$ cat src/rtl/controle_troco.sv
// controle_troco: change/refund coin ejector sequencer.
//
// Started by the vending FSM with a one-cycle `iniciar` pulse. It works out the
// change (or the full refund), then pays it out one coin at a time, largest coin
// first, through a four-phase req/ack handshake with the coin ejector. It keeps
// two coin stocks (value 1 and value 2). When the change cannot be completed it
// raises a sticky `erro` flag.
//
// Optional feature, controlled by the macro CONTROLE_TROCO_TIMEOUT_EN:
//   When the macro is defined, a request that waits ACK_TIMEOUT cycles without an
//   ack is abandoned and the transaction ends in error. Without the macro, PEDE
//   waits for the ack indefinitely.
//
// Ports:
//   clk              system clock
//   reset            synchronous, active-high reset
//   iniciar          start pulse; honoured only when idle
//   devolver_tudo    1 = refund valor_acumulado, 0 = return change
//   valor_acumulado  coin total, sampled on an accepted iniciar
//   valor_produto    product price, sampled on an accepted iniciar
//   ack_ejetor       ejector acknowledge (four-phase)
//   repor            reload both stocks to ESTOQUE_INI; honoured only when idle
//   eject_req        request one coin ejection
//   eject_tipo       0 = coin of value 1, 1 = coin of value 2
//   ocupado          high in every state except idle
//   concluido        one-cycle pulse at the end of each transaction
//   erro             sticky failure flag, cleared by the next accepted iniciar
//   troco_restante   change still to be dispensed
//   estoque_1        value-1 coins in stock
//   estoque_2        value-2 coins in stock

module controle_troco #(
    parameter int unsigned VAL_W       = 4,
    parameter int unsigned PRECO_W     = 3,
    parameter int unsigned ESTOQUE_W   = 4,
    parameter int unsigned ESTOQUE_INI = 8
`ifdef CONTROLE_TROCO_TIMEOUT_EN
    ,
    parameter int unsigned ACK_TIMEOUT = 15
`endif
) (
    input  logic                 clk,
    input  logic                 reset,
    input  logic                 iniciar,
    input  logic                 devolver_tudo,
    input  logic [VAL_W-1:0]     valor_acumulado,
    input  logic [PRECO_W-1:0]   valor_produto,
    input  logic                 ack_ejetor,
    input  logic                 repor,
    output logic                 eject_req,
    output logic                 eject_tipo,
    output logic                 ocupado,
    output logic                 concluido,
    output logic                 erro,
    output logic [VAL_W-1:0]     troco_restante,
    output logic [ESTOQUE_W-1:0] estoque_1,
    output logic [ESTOQUE_W-1:0] estoque_2
);

    typedef enum logic [2:0] {
        StOcioso,
        StSeleciona,
        StPede,
        StSolta,
        StFim,
        StErro
    } estado_e;

    localparam logic [ESTOQUE_W-1:0] EstoqueIni = ESTOQUE_W'(ESTOQUE_INI);
    localparam logic [ESTOQUE_W-1:0] EstoqueUm  = ESTOQUE_W'(1);
    localparam logic [VAL_W-1:0]     ValUm      = VAL_W'(1);
    localparam logic [VAL_W-1:0]     ValDois    = VAL_W'(2);

    // Width used to compare the coin total against the price without losing bits.
    localparam int unsigned CmpW = (VAL_W > PRECO_W) ? VAL_W : PRECO_W;

    // ------------------------------------------------------------------
    // State and registered outputs
    // ------------------------------------------------------------------
    estado_e                estado_q, estado_d;
    logic [VAL_W-1:0]       troco_q, troco_d;
    logic [ESTOQUE_W-1:0]   estoque1_q, estoque1_d;
    logic [ESTOQUE_W-1:0]   estoque2_q, estoque2_d;
    logic                   eject_req_q, eject_req_d;
    logic                   eject_tipo_q, eject_tipo_d;
    logic                   concluido_q, concluido_d;
    logic                   erro_q, erro_d;
    logic                   ocupado_q, ocupado_d;

    // ------------------------------------------------------------------
    // Helper terms
    // ------------------------------------------------------------------
    logic [CmpW-1:0]  valor_ext;
    logic [CmpW-1:0]  preco_ext;
    logic [VAL_W-1:0] troco_inicial;
    logic             usa_moeda_2;
    logic             usa_moeda_1;
    logic             tmo_expira;

    assign valor_ext = CmpW'(valor_acumulado);
    assign preco_ext = CmpW'(valor_produto);

    // An underpaid sale is handled as a full refund.
    always_comb begin
        troco_inicial = valor_acumulado;
        if (!devolver_tudo && (valor_ext >= preco_ext)) begin
            troco_inicial = VAL_W'(valor_ext - preco_ext);
        end
    end

    assign usa_moeda_2 = (troco_q >= ValDois) && (estoque2_q != '0);
    assign usa_moeda_1 = (estoque1_q != '0);

`ifdef CONTROLE_TROCO_TIMEOUT_EN
    localparam int unsigned TmoW = $clog2(ACK_TIMEOUT + 1);

    logic [TmoW-1:0] tmo_q, tmo_d;

    // The counter reads k on the (k+1)-th PEDE cycle, so the request is abandoned
    // after exactly ACK_TIMEOUT cycles with eject_req high. An ack on that last
    // cycle still wins.
    assign tmo_expira = (estado_q == StPede) && !ack_ejetor &&
                        (tmo_q == TmoW'(ACK_TIMEOUT - 1));

    always_comb begin
        tmo_d = tmo_q;
        if ((estado_d == StPede) && (estado_q != StPede)) begin
            tmo_d = '0;
        end else if (estado_q == StPede) begin
            tmo_d = tmo_q + TmoW'(1);
        end
    end

    always_ff @(posedge clk) begin
        if (reset) begin
            tmo_q <= '0;
        end else begin
            tmo_q <= tmo_d;
        end
    end
`else
    assign tmo_expira = 1'b0;
`endif

    // ------------------------------------------------------------------
    // Process 1: state register (plus registered datapath/outputs)
    // ------------------------------------------------------------------
    always_ff @(posedge clk) begin
        if (reset) begin
            estado_q     <= StOcioso;
            troco_q      <= '0;
            estoque1_q   <= EstoqueIni;
            estoque2_q   <= EstoqueIni;
            eject_req_q  <= 1'b0;
            eject_tipo_q <= 1'b0;
            concluido_q  <= 1'b0;
            erro_q       <= 1'b0;
            ocupado_q    <= 1'b0;
        end else begin
            estado_q     <= estado_d;
            troco_q      <= troco_d;
            estoque1_q   <= estoque1_d;
            estoque2_q   <= estoque2_d;
            eject_req_q  <= eject_req_d;
            eject_tipo_q <= eject_tipo_d;
            concluido_q  <= concluido_d;
            erro_q       <= erro_d;
            ocupado_q    <= ocupado_d;
        end
    end

    // ------------------------------------------------------------------
    // Process 2: next-state logic
    // ------------------------------------------------------------------
    always_comb begin
        estado_d = estado_q;
        unique case (estado_q)
            StOcioso: begin
                if (iniciar) begin
                    estado_d = StSeleciona;
                end
            end
            StSeleciona: begin
                if (troco_q == '0) begin
                    estado_d = StFim;
                end else if (usa_moeda_2 || usa_moeda_1) begin
                    estado_d = StPede;
                end else begin
                    estado_d = StErro;
                end
            end
            StPede: begin
                if (ack_ejetor) begin
                    estado_d = StSolta;
                end else if (tmo_expira) begin
                    estado_d = StErro;
                end
            end
            StSolta: begin
                if (!ack_ejetor) begin
                    estado_d = StSeleciona;
                end
            end
            StFim:   estado_d = StOcioso;
            StErro:  estado_d = StOcioso;
            default: estado_d = StOcioso;
        endcase
    end

    // ------------------------------------------------------------------
    // Process 3: outputs and datapath. Outputs are registered, so they are
    // decoded from the state being entered rather than the current one.
    // ------------------------------------------------------------------
    always_comb begin
        troco_d      = troco_q;
        estoque1_d   = estoque1_q;
        estoque2_d   = estoque2_q;
        eject_tipo_d = eject_tipo_q;
        erro_d       = erro_q;
        eject_req_d  = (estado_d == StPede);
        concluido_d  = (estado_d == StFim) || (estado_d == StErro);
        ocupado_d    = (estado_d != StOcioso);

        unique case (estado_q)
            StOcioso: begin
                // Reload and start may coincide; SELECIONA then sees full stocks.
                if (repor) begin
                    estoque1_d = EstoqueIni;
                    estoque2_d = EstoqueIni;
                end
                if (iniciar) begin
                    erro_d  = 1'b0;
                    troco_d = troco_inicial;
                end
            end
            StSeleciona: begin
                if (estado_d == StPede) begin
                    eject_tipo_d = usa_moeda_2;
                end
            end
            StPede: begin
                if (ack_ejetor) begin
                    if (eject_tipo_q) begin
                        troco_d    = troco_q - ValDois;
                        estoque2_d = estoque2_q - EstoqueUm;
                    end else begin
                        troco_d    = troco_q - ValUm;
                        estoque1_d = estoque1_q - EstoqueUm;
                    end
                end
            end
            default: ;
        endcase

        if (estado_d == StErro) begin
            erro_d = 1'b1;
        end
    end

    assign eject_req      = eject_req_q;
    assign eject_tipo     = eject_tipo_q;
    assign ocupado        = ocupado_q;
    assign concluido      = concluido_q;
    assign erro           = erro_q;
    assign troco_restante = troco_q;
    assign estoque_1      = estoque1_q;
    assign estoque_2      = estoque2_q;

endmodule

$ cat config.mk
export PLATFORM = sky130hd
export DESIGN_NAME = controle_troco
export DESIGN_NICKNAME = d
export VERILOG_FILES = /design/src/rtl/controle_troco.sv
export SDC_FILE = /design/constraint.sdc
export NUM_CORES = 1
export LEC_CHECK = 0
export CORE_AREA = 2 2 62 47
export CTS_BUF_LIST = sky130_fd_sc_hd__clkbuf_2
export DETAILED_ROUTE_END_ITERATION = 8
export DIE_AREA = 0 0 64 49
export PLACE_DENSITY = 0.88
export RECOVER_POWER = 25
export SLEW_MARGIN = 20
export SYNTH_ARGS = -nofsm -noshare
export SYNTH_HDL_FRONTEND = slang
export SYNTH_SLANG_ARGS = --single-unit
$ cat constraint.sdc
create_clock -name clk -period 6.8 [get_ports clk]
set_clock_uncertainty 0.05 [all_clocks]
set_input_delay 1.36 -clock clk [delete_from_list [all_inputs] [get_ports clk]]
set_output_delay 1.36 -clock clk [all_outputs]
set_load 0.02 [all_outputs]
### After elaboration in Yosys (flattened, before gate mapping)

Cells that the tools add are included.

* logic and storage cells: 66
* input bits: 13
* bits in registers: 20
* output and inout port bits: 17

* equality and inequality tests: 11
* $lt $le $gt $ge: 2
* mux-type cells: 21
* reductions and logical operators: 18
* add/sub/neg operators: 5

Operators by type and width (number)
* 2-to-1 mux 4 bit: 9
* case mux 4 bit (2 select lines): 3
* 2-to-1 mux 3 bit: 5
* case mux 3 bit (4 select lines): 1
* subtractor 4 x 1 -> 4 bit (second input constant): 3
* inequality test 2 bit (second input constant): 5
* equality test 3 x 2 -> 1 bit (second input constant): 3
* AND reduction 4 bit: 2
* nonzero test 4 bit: 2
* equality test 3 bit (second input constant): 2
* nonzero test 2 bit: 3
* greater-or-equal comparator 4 x 2 -> 1 bit (second input constant): 1
* greater-or-equal comparator 4 x 3 -> 1 bit: 1
* zero test 4 bit: 1
* AND reduction 2 bit: 2
* subtractor 4 x 2 -> 4 bit (second input constant): 1
* subtractor 4 x 3 -> 4 bit: 1
* equality test 3 x 1 -> 1 bit (second input constant): 1
* zero test 3 bit: 1
* 2-to-1 mux 1 bit: 3
* AND reduction 3 bit: 1
* nonzero test 3 bit: 1
* logical AND 1 bit: 2
* logical OR 1 bit: 2
* zero test 1 bit: 1

### Depth between registers and ports, before layout

Gate-level depths: netlist of run 1.

* word-level depth: 9
* depth in mapped cells: 7

### Least setup slack after synthesis of run 1

No wires, ideal clock.

* path kind: input to register
* start point: input port valor_acumulado[0]
* end point: register troco_q[2] (netlist: troco_restante[2])
* data required time: 6659 ps
* buffers on the path: 0
* setup slack: 3632 ps
* data arrival time: 3027 ps
* cell stages on the path: 7
* setup time: 91 ps
* cell sequence: inv_1 -> ha_1 -> fa_1 -> nand2b_1 -> a31oi_1 -> mux2_2 -> a311oi_1

* word-level cells in the longest chain between the ends: 5
* elaborated cells on any way between the ends: 6

Ends and longest elaborated chain
* start, declared: line 46 `input logic [VAL_W-1:0] valor_acumulado,`
* greater-or-equal comparator 4 x 3 -> 1 bit: line 106 `if (!devolver_tudo && (valor_ext >= preco_ext)) begin`
* logical AND 1 bit: line 106
* 2-to-1 mux 4 bit (*): line 106
* 2-to-1 mux 4 bit (*): line 231 `if (iniciar) begin`
* case mux 4 bit (2 select lines) (*): line 224 `unique case (estado_q)`
* end signal, assigned: line 161 `troco_q <= troco_d;`
* end, declared: line 81 `logic [VAL_W-1:0] troco_q, troco_d;`

Every way passes the cells marked *; elsewhere a longest branch is shown, timed or not. The select of a mux whose other input is x is not followed.
A chain may end at the register's enable or synchronous reset.

### Worst setup path after layout of run 1

Same ends and word-level chain as after synthesis.

==> results of run 1 <==
[cells by family after synthesis]
kind of cell,Yosys count,synth area share (%)
compound gates,41,18.3
fa+ha+maj,12,11.6
mux,8,5.97
flops,20,29.4
xor+xnor,1,0.643
buf+inv,22,7.08
simple gates,61,27.0
[worst max-delay path, stage by stage]
cell and delay, ns:
clkdlybuf4s50_1 0.45, inv_1 0.05, ha_1 0.23, fa_1 0.38
nand2b_1 0.19, a31oi_1 0.37, mux2_2 0.39, a311oi_1 0.24
[metal layers]
metal  vias up  track usage, %  part of all wire, %  routed length [um]
li1        636               -                    -                   -
met1       631            28.8                   44                1470
met2        52            39.8                   48                1590
met3         6            5.54                  6.8                 226
met4         0            5.07                 0.90                  30
met5         -               0                    0                   0
[worst paths after layout]
| path | to |
|---|---|
| setup / recovery | troco_restante[2]$_SDFFE_PP0P_ |
| hold / removal | erro$_SDFFE_PP0P_ |
| setup reg to reg | troco_restante[3]$_SDFFE_PP0P_ |
| hold reg to reg | erro$_SDFFE_PP0P_ |
[cell usage after synthesis (4+ instances only)]
master / number
nand3_1: 6
nor2_1: 14
mux2i_1: 7
nor3b_1: 4
a21oi_1: 15
o21ai_0: 12
ha_1: 11
nand2_1: 9
inv_1: 14
dfxtp_1: 20
[registers in the layout, summed over array words and instances, names as in the netlist]
register and cells:
estado_q 3, troco_restante 4, estoque_2 4, concluido 1, erro 1, estoque_1 4
eject_tipo 1, ocupado 1, eject_req 1
[area by class of cell]
type                       instances  area share [%]
clock buffer                       3           0.900
inverter                          14            3.15
timing repair buffer              29            17.4
tap                               36            2.70
sequential                        20            24.0
multi-input combinational        123            51.8
[power groups by stage]
stage	combinational, mW	clock [mW]	sequential [mW]
final	0.122	0.0475	0.142
after global routing	0.134	0.0546	0.143
after CTS	0.122	0.0478	0.141
after detailed placement	0.121	0	0.144
after global placement	0.116	0	0.143
after floorplan	0.0813	0	0.146
==> summary.md, run 1 <==
| Metric | Value |
|---|---|
| Post-DP HPWL | `around 2600 um` |
| Setup Buffers After CTS | `0` |
| WS Path Type | `in -> reg` |
| Comb power frac | `about 39%` |
| Pre-CTS setup slack | `slightly below 3 ns` |
| R2R Path Start | `estado_q[1]$_SDFF_PP0_` |
| Crit path launch | `valor_acumulado[0]` |
| Total power | `roughly 0.31 mW` |
| Final Hold Fails | `0` |
| P per Cell Area | `between 150 and 200 mW/mm^2` |
| Slew Viols, Final | `0` |
| Starting Density | `between 50% and 60%` |
| Worst endpoint required time | `between 6 and 7 ns` |
| Yosys Warn Count | `0` |
| Placement Cell Area | `around 0.0017 mm^2` |
| Clk pwr share | `between 10% and 20%` |
| Vias per cell | `roughly 6` |
| Worst relative slew slack | `approximately 55%` |
| Crit start category | `input port` |
| Layout cell share with drive strength beyond 1 | `~4.8%` |
| Clk slew on worst S/H paths | `0.18 ns` |
| Switching pwr | `roughly 0.12 mW` |
| Unique masters post-synth | `47` |
| Status | `completed` |
| Layout fillers | `225` |
| Hold Crit Depth | `2` |
| Setup TNS | `0 ns` |
| GP Congestion | `slightly below 0.9` |
| Reg2Reg Setup Slack | `just under 5 ns` |
| Asr flop ratio synth | `0%` |
| Post-synth net total | `between 150 and 200` |
| Highest-count cells in the layout ignoring fill and taps | `27 x clkdlybuf4s50_1, 20 x dfxtp_1, 15 x a21oi_1, 14 x inv_1, 14 x nor2_1` |
| Multi-input gate area | `around 860 um^2` |
| Final instance area | `~0.0017 mm^2` |
| Clock sinks | `20` |
| Post-Syn Area per Cell | `approximately 8.3 um^2` |
| WL/cell | `approximately 15 um` |
| Full die area | `0.00314 mm^2` |
| First-pass GRT wire length | `between 5000 and 6000 um` |
| CP endpoint kind | `register` |
| Skew-Pair Late Insertion Delay | `around 0.31 ns` |
| Pin count of the biggest net entering global routing | `19` |
| Core Util, Final | `between 60% and 70%` |
| CTS Hold Bufs | `0` |
| 1st-pass router iterations | `4` |
| Synth Flop Type | `dfxtp_1` |
| Cell Count, Final, Fillers Out | `225` |
| R2R depth | `4` |
| Ranking of synthesized cells by area | `dfxtp_1 29%, ha_1 10%, a21oi_1 5.5%` |
| Die Span X | `around 64 um` |
| Share of the synthesized area in the top cell type | `between 20% and 30%` |
| Yosys top cell by area | `dfxtp_1` |
| Sw Share | `37.6%` |
| H-tree levels | `1` |
| Hold Path Origin | `erro$_SDFFE_PP0P_` |
| Drt total wl | `3320 um` |
| Total GRT Usage | `between 20% and 30%` |
| Worst Hold Class | `reg -> reg` |
| Initial antenna violation count | `0` |
| Final ANT Viol Nets | `0` |
| Achievable Freq | `0.288 GHz` |
| # resized after CTS | `0` |
| Period minus WS final | `roughly 3.5 ns` |
| Worst-path fanout max | `3` |
| EDFF count, synth | `0` |
| DR vias | `roughly 1300` |
| Num CTS Buffers | `3` |
| Final net count | `approximately 220` |
| Fin Hold WS | `~0.44 ns` |
| Leakage | `0.638 nW` |
| Register share of total power | `between 40% and 50%` |
| Total placed cells including tap cells | `222` |
| GRT overflow | `0` |
| Slew @ Worst Pin | `0.670 ns` |
| Vias in the first global route | `~1300` |
| Worst setup margin | `3.33 ns` |
| IO Port Bufs | `29` |
| Int Power | `approximately 0.19 mW` |
| DRC errors left | `0` |
| Root Buffer Master | `clkbuf_2` |
| Die span in y | `between 40 and 50 um` |
| Bufs on Longest Clock Path | `2` |
| Worst VDD drop | `119 uV` |
| Row cnt | `16` |
| Critical Path AT | `3.67 ns` |
| Core area | `between 0.002 and 0.003 mm^2` |
| RSZ-0062 raised after global routing | `false` |
| IO Pins | `30` |
| Register area | `approximately 400 um^2` |
| # setup viols final | `0` |
| Commonest non-fill, non-tap cell in the layout | `clkdlybuf4s50_1` |
| Register bit total from synthesis | `20` |
| P&R area growth vs syn | `22.5%` |
| Mapped Area | `~0.0014 mm^2` |
| Antenna fix cells | `0` |
| Total of max-cap violations | `0` |
| CTS tree | `built` |
| Sequential fraction of the synthesis area | `roughly 29%` |
| Tcrit/Tclk final | `51.1%` |
| DR iter-0 viols | `about 110` |
| Mapped Cells | `approximately 170` |
Power figures use the tool's default switching activity.
==> run 2, diff against run 1 <==
--- a/config.mk
+++ b/config.mk
@@ -5,11 +5,11 @@
 export SDC_FILE = /design/constraint.sdc
 export NUM_CORES = 1
 export LEC_CHECK = 0
-export CORE_AREA = 2 2 62 47
+export CORE_AREA = 2 2 68 51
 export CTS_BUF_LIST = sky130_fd_sc_hd__clkbuf_2
 export DETAILED_ROUTE_END_ITERATION = 8
-export DIE_AREA = 0 0 64 49
-export PLACE_DENSITY = 0.88
+export DIE_AREA = 0 0 70 53
+export PLACE_DENSITY = 0.78
 export RECOVER_POWER = 25
 export SLEW_MARGIN = 20
 export SYNTH_ARGS = -nofsm -noshare
==> constraint.sdc (replaced) <==
create_clock -name clk -period 2.8 [get_ports clk]
set_clock_uncertainty 0.05 [all_clocks]
set_input_delay 0.56 -clock clk [delete_from_list [all_inputs] [get_ports clk]]
set_output_delay 0.56 -clock clk [all_outputs]
set_load 0.02 [all_outputs]
==> run 2 against run 1 <==
  * Power increased by 140%
  * Clock power rose by 150%
  * Non-clock buffer count rose by 2
  * Final area up 0.60%
  * Global-route usage decreased by 2.9 points
  * Sequential power rose by 140%
  * Routed wire length increased by 2.5%
  * Critical path type unchanged
  * Critical endpoint is now troco_restante[3]$_SDFFE_PP0P_
  * Highest routed layer unchanged
==> summary.md, run 2 (same netlist as run 1, synthesis figures left out) <==
| Metric | Value |
|---|---|
| Worst Hold Class | `reg -> reg` |
| Initial antenna violation count | `0 (unchanged)` |
| Critical Path AT | `2.74 ns (-0.93 ns)` |
| DR vias | `1294 (-2.3%)` |
| P&R area growth vs syn | `23.3%` |
| Slew @ Worst Pin | `0.579 ns (-0.0906 ns)` |
| Full die area | `0.00371 mm^2 (+18%)` |
| Worst relative slew slack | `61.3% (+6.1 points)` |
| Total GRT Usage | `20.0% (-2.9 points)` |
| Skew-Pair Late Insertion Delay | `0.32 ns (about the same)` |
| Commonest non-fill, non-tap cell in the layout | `clkdlybuf4s50_1` |
| GRT overflow | `0 (unchanged)` |
| Pre-CTS setup slack | `-0.0996 ns (-3.05 ns)` |
| Crit start category | `input port` |
| CP endpoint kind | `register` |
| Die span in y | `53 um (+8.2%)` |
| Tcrit/Tclk final | `90.9%` |
| RSZ-0062 raised after global routing | `false` |
| Layout cell share with drive strength beyond 1 | `5.76% (+1.0 points)` |
| 1st-pass router iterations | `4 (unchanged)` |
| Vias per cell | `5.65 (-4.0%)` |
| Worst endpoint required time | `2.99 ns (-4.00 ns)` |
| First-pass GRT wire length | `5800 um (+1.7%)` |
| Slew Viols, Final | `0 (unchanged)` |
| Row cnt | `17 (+1)` |
| Final ANT Viol Nets | `0 (unchanged)` |
| H-tree levels | `1 (unchanged)` |
| WS Path Type | `in -> reg` |
| Leakage | `0.645 nW (+1.1%)` |
| Worst-path fanout max | `3 (unchanged)` |
| Antenna fix cells | `0 (unchanged)` |
| GP Congestion | `0.885 (+0.72%)` |
| # setup viols final | `0 (unchanged)` |
| # resized after CTS | `0 (unchanged)` |
| Core Util, Final | `55.6% (-9.0 points)` |
| Highest-count cells in the layout ignoring fill and taps | `27 x clkdlybuf4s50_1, 20 x dfxtp_1, 15 x a21oi_1, 15 x nor2_1, 14 x inv_1` |
| Worst VDD drop | `239 uV (+100%)` |
| Post-DP HPWL | `2680 um (+3.9%)` |
| Multi-input gate area | `857 um^2 (-0.87%)` |
| Num CTS Buffers | `3 (unchanged)` |
| Worst setup margin | `0.255 ns (-3.07 ns)` |
| Met1 Use GR | `26.7% (-2.1 points)` |
| Root Buffer Master | `clkbuf_2` |
| Clock sinks | `20 (unchanged)` |
| Final net count | `218 (+0.93%)` |
| CTS tree | `built` |
| GRT met2 Usage | `32.2% (-7.5 points)` |
| Total placed cells including tap cells | `226 (+1.8%)` |
| Bufs on Longest Clock Path | `2 (unchanged)` |
| DR iter-0 viols | `65 (-39%)` |
| Final Hold Fails | `0 (unchanged)` |
| Period minus WS final | `2.55 ns` |
| Status | `completed` |
| Register area | `400 um^2 (unchanged)` |
| Pin count of the biggest net entering global routing | `17 (-2)` |
| Core area | `0.00302 mm^2 (+17%)` |
| DRC errors left | `0 (unchanged)` |
| Achievable Freq | `0.393 GHz` |
| P per Cell Area | `453 mW/mm^2 (+140%)` |
| CTS Hold Bufs | `0 (unchanged)` |
| Layout fillers | `286 (+27%)` |
| Cell Count, Final, Fillers Out | `229 (+1.8%)` |
| IO Port Bufs | `29 (unchanged)` |
| WL/cell | `14.9 um (+0.68%)` |
| GRT met3 Usage | `5.33% (-0.21 points)` |
| Setup Buffers After CTS | `0 (unchanged)` |
| Grt peak-use layer | `met2` |
| Die Span X | `70 um (+9.4%)` |
| Drt total wl | `3400 um (+2.5%)` |
| Total of max-cap violations | `0 (unchanged)` |
| IO Pins | `30 (unchanged)` |
| Clk slew on worst S/H paths | `0.17 ns (about the same)` |
| Vias in the first global route | `1260 (-5.7%)` |
| Total power | `0.761 mW (+140%)` |
| Starting Density | `45.1% (-7.6 points)` |
run 2: final timing paths:
check | from | end | slack (ns) | depth (start not counted)
worst min-delay path | erro$_SDFFE_PP0P_ | erro$_SDFFE_PP0P_ | 0.46 | 2
worst min register to register | erro$_SDFFE_PP0P_ | erro$_SDFFE_PP0P_ | 0.46 | 2
worst max register to register | troco_restante[1]$_SDFFE_PP0P_ | eject_req$_SDFF_PP0_ | 0.92 | 6
worst max-delay path | valor_acumulado[0] | troco_restante[3]$_SDFFE_PP0P_ | 0.25 | 8
run 2: final cells by class:
class                   count  area share [%]
well taps                  38            2.83
repair buffers             31            18.2
flip-flops and latches     20            23.9
multi-input cells         123            51.1
inverters                  14            3.13
clock buffers               3           0.895
run 2: layer usage:
layer / up-vias / routed length (um) / share of wire [%]
li1: 643 / - / -
met1: 607 / 1620 / 47
met2: 38 / 1540 / 45
met3: 6 / 205 / 6.0
met4: 0 / 41 / 1.2
met5: - / 0 / 0
run 2: power by group:
| group | total, mW | switching, mW | leakage (nW) | internal, mW |
|---|---|---|---|---|
| Sequential | 0.344 | 0.0363 | 0.163 | 0.308 |
| Combinational | 0.299 | 0.161 | 0.470 | 0.138 |
| Clock | 0.118 | 0.0886 | 0.0125 | 0.0292 |
run 2: through the flow:
step	hold WS (ns)	cell area (um^2)	TNS, ns
detailed placement	0.439	1670	-0.121
global route	0.501	1680	0
global placement	0.416	1670	0
finish	0.460	1680	0
floorplan	0.463	1360	0
CTS	0.460	1690	0
run 2: worst max-delay path, stage by stage:
cell,delay (ns)
clkdlybuf4s50_1,0.45
inv_1,0.05
ha_1,0.22
fa_1,0.38
nand2b_1,0.18
and3_1,0.19
or4b_1,0.50
a41oi_1,0.21
